--- config.mk ---
export PLATFORM = sky130hd
export DESIGN_NAME = srt4_param_divider_flat
export DESIGN_NICKNAME = d
export VERILOG_FILES = /design/src/rtl/srt4_param_divider_if.sv /design/src/rtl/srt4_param_divider.sv /design/src/flat_wrapper.sv
export SDC_FILE = /design/constraint.sdc
export NUM_CORES = 1
export LEC_CHECK = 0
export ABC_AREA = 0
export BUFFER_PORTS_ARGS = -buffer_cell sky130_fd_sc_hd__buf_2
export CAP_MARGIN = 30
export CELL_PAD_IN_SITES_DETAIL_PLACEMENT = 0
export CELL_PAD_IN_SITES_GLOBAL_PLACEMENT = 1
export CORE_ASPECT_RATIO = 2
export CORE_UTILIZATION = 52
export CTS_CLUSTER_DIAMETER = 150
export DETAILED_ROUTE_END_ITERATION = 8
export GPL_TIMING_DRIVEN = 1
export PLACE_DENSITY = 0.85
export SYNTH_ARGS = -nofsm -noshare
export SYNTH_HDL_FRONTEND = slang
export SYNTH_SLANG_ARGS = --single-unit
--- constraint.sdc ---
create_clock -name clk -period 12.86 [get_ports clk]
set_input_delay 2.572 -clock clk [delete_from_list [all_inputs] [get_ports clk]]
set_output_delay 2.572 -clock clk [all_outputs]
set_load 0.01 [all_outputs]
--- src/rtl/srt4_param_divider_if.sv ---
// Operand/result bus of srt4_param_divider: start strobe, serial operand input,
// registered result output and status flags.
interface srt4_param_divider_if #(
  parameter int WIDTH = 8
);
  logic             beginSignal;
  logic [WIDTH-1:0] inbus;
  logic [WIDTH-1:0] outbus;
  logic             endSignal;
  logic             busy;
  logic             div_by_zero;

  modport master (
    output beginSignal,
    output inbus,
    input  outbus,
    input  endSignal,
    input  busy,
    input  div_by_zero
  );

  modport slave (
    input  beginSignal,
    input  inbus,
    output outbus,
    output endSignal,
    output busy,
    output div_by_zero
  );
endinterface

--- src/rtl/srt4_param_divider.sv ---
// Radix-4 SRT divider: serial operand load, divisor normalisation, on-the-fly quotient
// conversion, remainder correction/denormalisation. Define SRT4_SIGNED_EN for two's complement.
module srt4_param_divider #(
  parameter int WIDTH = 8
) (
  input logic                 clk,
  input logic                 rst,
  srt4_param_divider_if.slave bus
);

  localparam int PW   = WIDTH + 3;
  localparam int KW   = $clog2(WIDTH);
  localparam int HALF = WIDTH / 2;
  localparam logic [KW-1:0] LAST_ITER = KW'(HALF - 1);

  typedef enum logic [2:0] {IDLE, LOAD_B, NORM, ITER, CORR, DENORM, OUT_Q, OUT_R} state_e;
  typedef enum logic [2:0] {D_M2, D_M1, D_Z, D_P1, D_P2} digit_e;

  state_e           state_q, state_d;
  logic [WIDTH-1:0] a_q, a_d;
  logic [WIDTH-1:0] b_q, b_d;
  logic [PW-1:0]    p_q, p_d;
  logic [KW-1:0]    k_q, k_d;
  logic [KW-1:0]    cnt_q, cnt_d;
  logic [WIDTH-1:0] qa_q, qa_d;
  logic [WIDTH-1:0] qm_q, qm_d;
  logic [WIDTH-1:0] quo_q, quo_d;
  logic [WIDTH-1:0] rem_q, rem_d;
  logic             dbz_q, dbz_d;
`ifdef SRT4_SIGNED_EN
  logic             sa_q, sa_d;
  logic             sb_q, sb_d;

  function automatic logic [WIDTH-1:0] magnitude(input logic [WIDTH-1:0] v);
    return v[WIDTH-1] ? -v : v;
  endfunction
`endif

  logic [PW-1:0]    b_ext;
  logic [PW-1:0]    w_shift;
  logic signed [5:0] w_est;
  logic signed [5:0] m2, m1;
  digit_e           digit;
  logic [PW-1:0]    p_iter;
  logic [WIDTH-1:0] qa_iter, qm_iter;
  logic [WIDTH-1:0] rem_mag;

  assign b_ext   = {3'b000, b_q};
  assign w_shift = {p_q[PW-3:0], a_q[WIDTH-1 -: 2]};
  assign w_est   = $signed(w_shift[PW-1 -: 6]);
  assign rem_mag = p_q[WIDTH-1:0] >> k_q;

  // Digit thresholds in eighths of the normalised divisor range, indexed by the three
  // divisor bits below its leading one; the table keeps |P| <= 2/3 * B every step.
  always_comb begin
    m1 = b_q[WIDTH-2] ? 6'sd3 : 6'sd2;
    case (b_q[WIDTH-2 -: 3])
      3'd0:    m2 = 6'sd6;
      3'd1:    m2 = 6'sd7;
      3'd2:    m2 = 6'sd8;
      3'd3:    m2 = 6'sd8;
      3'd4:    m2 = 6'sd9;
      3'd5:    m2 = 6'sd10;
      3'd6:    m2 = 6'sd10;
      default: m2 = 6'sd11;
    endcase
  end

  always_comb begin
    if (w_est >= m2)       digit = D_P2;
    else if (w_est >= m1)  digit = D_P1;
    else if (w_est >= -m1) digit = D_Z;
    else if (w_est >= -m2) digit = D_M1;
    else                   digit = D_M2;
  end

  // On-the-fly conversion: QM tracks Q-1 so negative digits never need a borrow chain.
  always_comb begin
    case (digit)
      D_P2: begin
        p_iter  = w_shift - (b_ext << 1);
        qa_iter = {qa_q[WIDTH-3:0], 2'd2};
        qm_iter = {qa_q[WIDTH-3:0], 2'd1};
      end
      D_P1: begin
        p_iter  = w_shift - b_ext;
        qa_iter = {qa_q[WIDTH-3:0], 2'd1};
        qm_iter = {qa_q[WIDTH-3:0], 2'd0};
      end
      D_M1: begin
        p_iter  = w_shift + b_ext;
        qa_iter = {qm_q[WIDTH-3:0], 2'd3};
        qm_iter = {qm_q[WIDTH-3:0], 2'd2};
      end
      D_M2: begin
        p_iter  = w_shift + (b_ext << 1);
        qa_iter = {qm_q[WIDTH-3:0], 2'd2};
        qm_iter = {qm_q[WIDTH-3:0], 2'd1};
      end
      default: begin
        p_iter  = w_shift;
        qa_iter = {qa_q[WIDTH-3:0], 2'd0};
        qm_iter = {qm_q[WIDTH-3:0], 2'd3};
      end
    endcase
  end

  // NOTE: state register uses non-blocking assignments so every flop samples pre-edge values.
  always_ff @(posedge clk or posedge rst) begin
    if (rst) state_q <= IDLE;
    else     state_q <= state_d;
  end

  always_comb begin
    state_d = state_q;
    case (state_q)
      IDLE:    if (bus.beginSignal) state_d = LOAD_B;
      LOAD_B:  state_d = (bus.inbus == '0) ? OUT_Q : NORM;
      NORM:    if (b_q[WIDTH-1]) state_d = ITER;
      ITER:    if (cnt_q == LAST_ITER) state_d = CORR;
      CORR:    state_d = DENORM;
      DENORM:  state_d = OUT_Q;
      OUT_Q:   state_d = OUT_R;
      OUT_R:   state_d = IDLE;
      default: state_d = IDLE;
    endcase
  end

  always_comb begin
    bus.outbus      = '0;
    bus.endSignal   = 1'b0;
    bus.busy        = (state_q != IDLE);
    bus.div_by_zero = 1'b0;
    case (state_q)
      OUT_Q: begin
        bus.outbus      = quo_q;
        bus.endSignal   = 1'b1;
        bus.div_by_zero = dbz_q;
      end
      OUT_R: begin
        bus.outbus      = rem_q;
        bus.endSignal   = 1'b1;
        bus.div_by_zero = dbz_q;
      end
      default: ;
    endcase
  end

  // NOTE: every next-state value is defaulted to its register first, so no latch is inferred.
  always_comb begin
    a_d   = a_q;
    b_d   = b_q;
    p_d   = p_q;
    k_d   = k_q;
    cnt_d = cnt_q;
    qa_d  = qa_q;
    qm_d  = qm_q;
    quo_d = quo_q;
    rem_d = rem_q;
    dbz_d = dbz_q;
`ifdef SRT4_SIGNED_EN
    sa_d  = sa_q;
    sb_d  = sb_q;
`endif
    case (state_q)
      IDLE: if (bus.beginSignal) begin
`ifdef SRT4_SIGNED_EN
        a_d  = magnitude(bus.inbus);
        sa_d = bus.inbus[WIDTH-1];
`else
        a_d  = bus.inbus;
`endif
        p_d   = '0;
        k_d   = '0;
        cnt_d = '0;
        dbz_d = 1'b0;
      end
      LOAD_B: begin
`ifdef SRT4_SIGNED_EN
        b_d  = magnitude(bus.inbus);
        sb_d = bus.inbus[WIDTH-1];
`else
        b_d  = bus.inbus;
`endif
        if (bus.inbus == '0) begin
          quo_d = '1;
`ifdef SRT4_SIGNED_EN
          rem_d = sa_q ? -a_q : a_q;
`else
          rem_d = a_q;
`endif
          dbz_d = 1'b1;
        end
      end
      NORM: begin
        if (!b_q[WIDTH-1]) begin
          b_d        = b_q << 1;
          {p_d, a_d} = {p_q[PW-2:0], a_q, 1'b0};
          k_d        = k_q + KW'(1);
        end else begin
          // The quotient can need one digit of weight 2^WIDTH; retiring it here keeps the
          // first residual in range. Its quotient contribution vanishes modulo 2^WIDTH.
          if ({p_q[PW-2:0], 1'b0} >= b_ext) p_d = p_q - b_ext;
          qa_d  = '0;
          qm_d  = '1;
          cnt_d = '0;
        end
      end
      ITER: begin
        p_d   = p_iter;
        a_d   = a_q << 2;
        qa_d  = qa_iter;
        qm_d  = qm_iter;
        cnt_d = cnt_q + KW'(1);
      end
      CORR: if (p_q[PW-1]) begin
        p_d  = p_q + b_ext;
        qa_d = qm_q;
      end
      DENORM: begin
`ifdef SRT4_SIGNED_EN
        quo_d = (sa_q ^ sb_q) ? -qa_q : qa_q;
        rem_d = sa_q ? -rem_mag : rem_mag;
`else
        quo_d = qa_q;
        rem_d = rem_mag;
`endif
      end
      default: ;
    endcase
  end

  always_ff @(posedge clk or posedge rst) begin
    if (rst) begin
      a_q   <= '0;
      b_q   <= '0;
      p_q   <= '0;
      k_q   <= '0;
      cnt_q <= '0;
      qa_q  <= '0;
      qm_q  <= '0;
      quo_q <= '0;
      rem_q <= '0;
      dbz_q <= 1'b0;
`ifdef SRT4_SIGNED_EN
      sa_q  <= 1'b0;
      sb_q  <= 1'b0;
`endif
    end else begin
      a_q   <= a_d;
      b_q   <= b_d;
      p_q   <= p_d;
      k_q   <= k_d;
      cnt_q <= cnt_d;
      qa_q  <= qa_d;
      qm_q  <= qm_d;
      quo_q <= quo_d;
      rem_q <= rem_d;
      dbz_q <= dbz_d;
`ifdef SRT4_SIGNED_EN
      sa_q  <= sa_d;
      sb_q  <= sb_d;
`endif
    end
  end

endmodule

--- src/flat_wrapper.sv ---
// flat-port wrapper written by rule: the top's interface ports become plain ports
module srt4_param_divider_flat 
#(
  parameter int WIDTH = 8
)
  (clk, rst, bus_beginSignal, bus_inbus, bus_outbus, bus_endSignal, bus_busy, bus_div_by_zero);
  srt4_param_divider_if #(.WIDTH(WIDTH)) bus_i ();
  input logic clk;
  input logic rst;
  input wire logic [$bits(bus_i.beginSignal)-1:0] bus_beginSignal;
  input wire logic [$bits(bus_i.inbus)-1:0] bus_inbus;
  output wire logic [$bits(bus_i.outbus)-1:0] bus_outbus;
  output wire logic [$bits(bus_i.endSignal)-1:0] bus_endSignal;
  output wire logic [$bits(bus_i.busy)-1:0] bus_busy;
  output wire logic [$bits(bus_i.div_by_zero)-1:0] bus_div_by_zero;
  assign bus_i.beginSignal = bus_beginSignal;
  assign bus_i.inbus = bus_inbus;
  assign bus_outbus = bus_i.outbus;
  assign bus_endSignal = bus_i.endSignal;
  assign bus_busy = bus_i.busy;
  assign bus_div_by_zero = bus_i.div_by_zero;
  srt4_param_divider #(.WIDTH(WIDTH)) u_core (.clk(clk), .rst(rst), .bus(bus_i));
endmodule
==> metrics.md <==
| Metric | Value |
|---|---|
| Nets | 864 |
| Maximum Capacitance Violations | 0 |
| I/O pins | 22 |
| Layout cells sized above 1 | 8.96% |
| Hpwl dp | 15400 um |
| CP top delay family | compound AO/OA/AOI/OAI gates |
| Max Freq | 0.164 GHz |
| Post-synth EDFFs | 0 |
| Slew headroom | approximately a third |
| WL met1 | between 7000 and 8000 um |
| Total Wirelength | 20800 um |
| Post-CTS resize count | 0 |
| DRT iter0 DRCs | 570 |
| Worst Setup Start Kind | register |
| Per-cell routed wire length | 22.2 um |
| RSZ-0062 raised after global routing | false |
| Clock buffer count from CTS | 9 |
| Ys flop type | dfrtp_1 |
| Metal2 WL | ~10000 um |
| First-pass GRT wire length | 32300 um |
| Cell mode on critical path | a21oi_1 |
| Commonest non-fill, non-tap cell in the layout | nor2_1 |
| Clk slew on worst S/H paths | 70 ps |
| Filler cell count | 1074 |
| CTS tree | done |
| Drt first pass iters | 7 |
| Final hold viol count | 0 |
| Critical path data arrival time | 6340 ps |
| # Post-CTS Setup Buffers | 0 |
| Period utilization | 47.5% |
| Endpoints failing setup | 0 |
| Clk_skew | 10.5 ps |
| Starting density of the core | between 50% and 60% |
| Rows | 56 |
| H-tree levels | 3 |
| Width of the die | 79.9 um |
| Vias per cell | 6.53 |
| Netlist Area Pre-Place | 6300 um2 |
| CTS max path bufs | 2 |
| DRT antenna net count | 0 |
| Crit Path Class | register to register |
| Crit-path max cell delay | 700 ps |
| Most frequent cells in the layout | 106 x nor2_1, 84 x a21oi_1, 70 x nand2_1 |
| Die height | roughly 160 um |
| Critical-path top delay cell | a2111oi_0 |
| Vias in the first global route | 5934 |
| Max Used Layer | met4 |
| Hold-fix buffers, CTS | 0 |
| Post-synth ARST share | 100% |
| Crit-path max FO | 11 |
| DRC | 0 |
| Total gr overflow | 0 |
| Min cycle time layout | 6110 ps |
| ANT cells | 0 |
| I/O Buffers | 21 |
| Sequential share of the synthesized area | 27.4% |
| Post-synth net total | 865 |
| Worst path bufs/invs | 2 |
| Total Routing Usage GR | 34.9% |
| Total core area | 11800 um2 |
| Root buf cell | clkbuf_16 |
| Worst endpoint required time | 13090 ps |
| Seq cells post-synth | 69 |
| Via count | around 6000 |
| Yosys warning total | 0 |
| WL met3 | 877 um |
| Layout area overhead | 6.99% |
| Final Max Slew Viols | 0 |
| Largest net degree at the start of global routing | 70 |
| Die area | 12600 um2 |
| Final Wtd Congestion | 0.957 |
| Clk_lat worst skew | 340 ps |
| Cell count after synthesis | 788 |
| Synth unique cells | 74 |
| # clock sinks | 69 |
| Post-Route Setup TNS | 0 ps |
| Initial antenna violation count | 0 |
| Slew @ Worst Pin | 1000 ps |
| Worst Hold Class | register to register |
| Post-Syn Area per Cell | 8.00 um2 |
| Nature of the critical path endpoint | register |
| Run status | complete, no violations |
| CP cell instances | nor2_1 > inv_1 > nand2_1 > a21o_1 > inv_1 > ha_1 > xor2_1 > ha_1 > o21ai_1 > a21oi_1 > o211ai_1 > nor3b_2 > o31a_1 > mux2_2 > fa_1 > nand3_1 > a21oi_1 > a2111oi_0 > o21bai_1 > a21oi_1 > xnor2_1 > xnor2_1 > a211o_1 > a221o_1 |
==> metal layers <==
layer  up-vias  track usage [%]
met5         -                0
met2       236             60.2
met4         0             28.7
met3        84             4.03
li1       2842                -
met1      2952             37.3
==> tightest hold or removal path, delay by kind of cell (launching register included) <==
kind             cells  cell delay (ps)
flip-flops           1              350
AO/OA/AOI/OAI        1               70
AND/OR/NAND/NOR      1               50
==> cell type report <==
type                            count  area (um2)  share of cell area, %
Tap cell                          145         181                   2.69
Clock inverter                      7        52.6                  0.779
Timing Repair Buffer               28         159                   2.36
Multi-Input combinational cell    640        4250                   63.1
Inverter                           39         146                   2.17
Sequential cell                    69        1730                   25.6
Clock buffer                        9         225                   3.34
==> flip-flops by register name, summed over array words and instances (netlist names), 3 cells and up <==
name            flops
u_core.qm_q         8
u_core.b_q          8
u_core.rem_q        8
u_core.k_q          3
u_core.a_q          8
u_core.state_q      3
u_core.qa_q         8
u_core.cnt_q        3
u_core.quo_q        8
u_core.p_q         11
==> worst paths after layout <==
kind                                      start              end  slack [ps]  depth (start not counted)
worst max register to register    u_core.b_q[5]   u_core.p_q[10]        6750                         24
worst min register to register  u_core.cnt_q[2]  u_core.cnt_q[2]         500                          2
worst min-delay path            u_core.cnt_q[2]  u_core.cnt_q[2]         500                          2
max in group asynchronous                   rst   u_core.qm_q[7]        9760                          3
min in group asynchronous                   rst    u_core.b_q[2]        2500                          3
worst max-delay path              u_core.b_q[5]   u_core.p_q[10]        6750                         24
==> cells in the mapped netlist, drive strengths merged, types with 18 or more instances <==
master	count	area (um2)
o21ai	37	200
dfrtp	69	1730
inv	37	139
mux2i	18	180
nand2	70	263
xnor2	26	228
nor2	109	427
clkbuf	29	109
a22oi	21	158
ha	62	776
nor3	27	135
a21oi	84	420
==> metrics by stage <==
step           utilization, %  hold slack [ps]  setup WS [ps]  instance area, um2  std cells
6_report                 57.3              503           6750                6740        937
5_1_grt                  57.3              543           6290                6740        937
4_1_cts                  57.3              507           6830                6740        937
3_5_place_dp             54.9              492           6850                6470        921
3_3_place_gp             54.8              466           6970                6450        919
2_1_floorplan               -              450           7550                6300        788
==> kinds of logic (layout without fill, tap and decap cells) <==
logic type | count (synthesis) | after routing | synth area share [%]
and+or+nand+nor | 280 | 280 | 20.5
AOI/OAI and AO/OA | 236 | 236 | 24.5
buffers and inverters | 79 | 83 | 5.14
DFF | 69 | 69 | 27.4
adders and majority gates | 66 | 66 | 13.6
xor gates and xnor gates | 30 | 30 | 4.17
muxes | 27 | 27 | 4.64
other | 1 | 1 | 0.0595
Power is not shown: default switching activity piles up to over one toggle a cycle in this logic, so the estimate is an artifact.
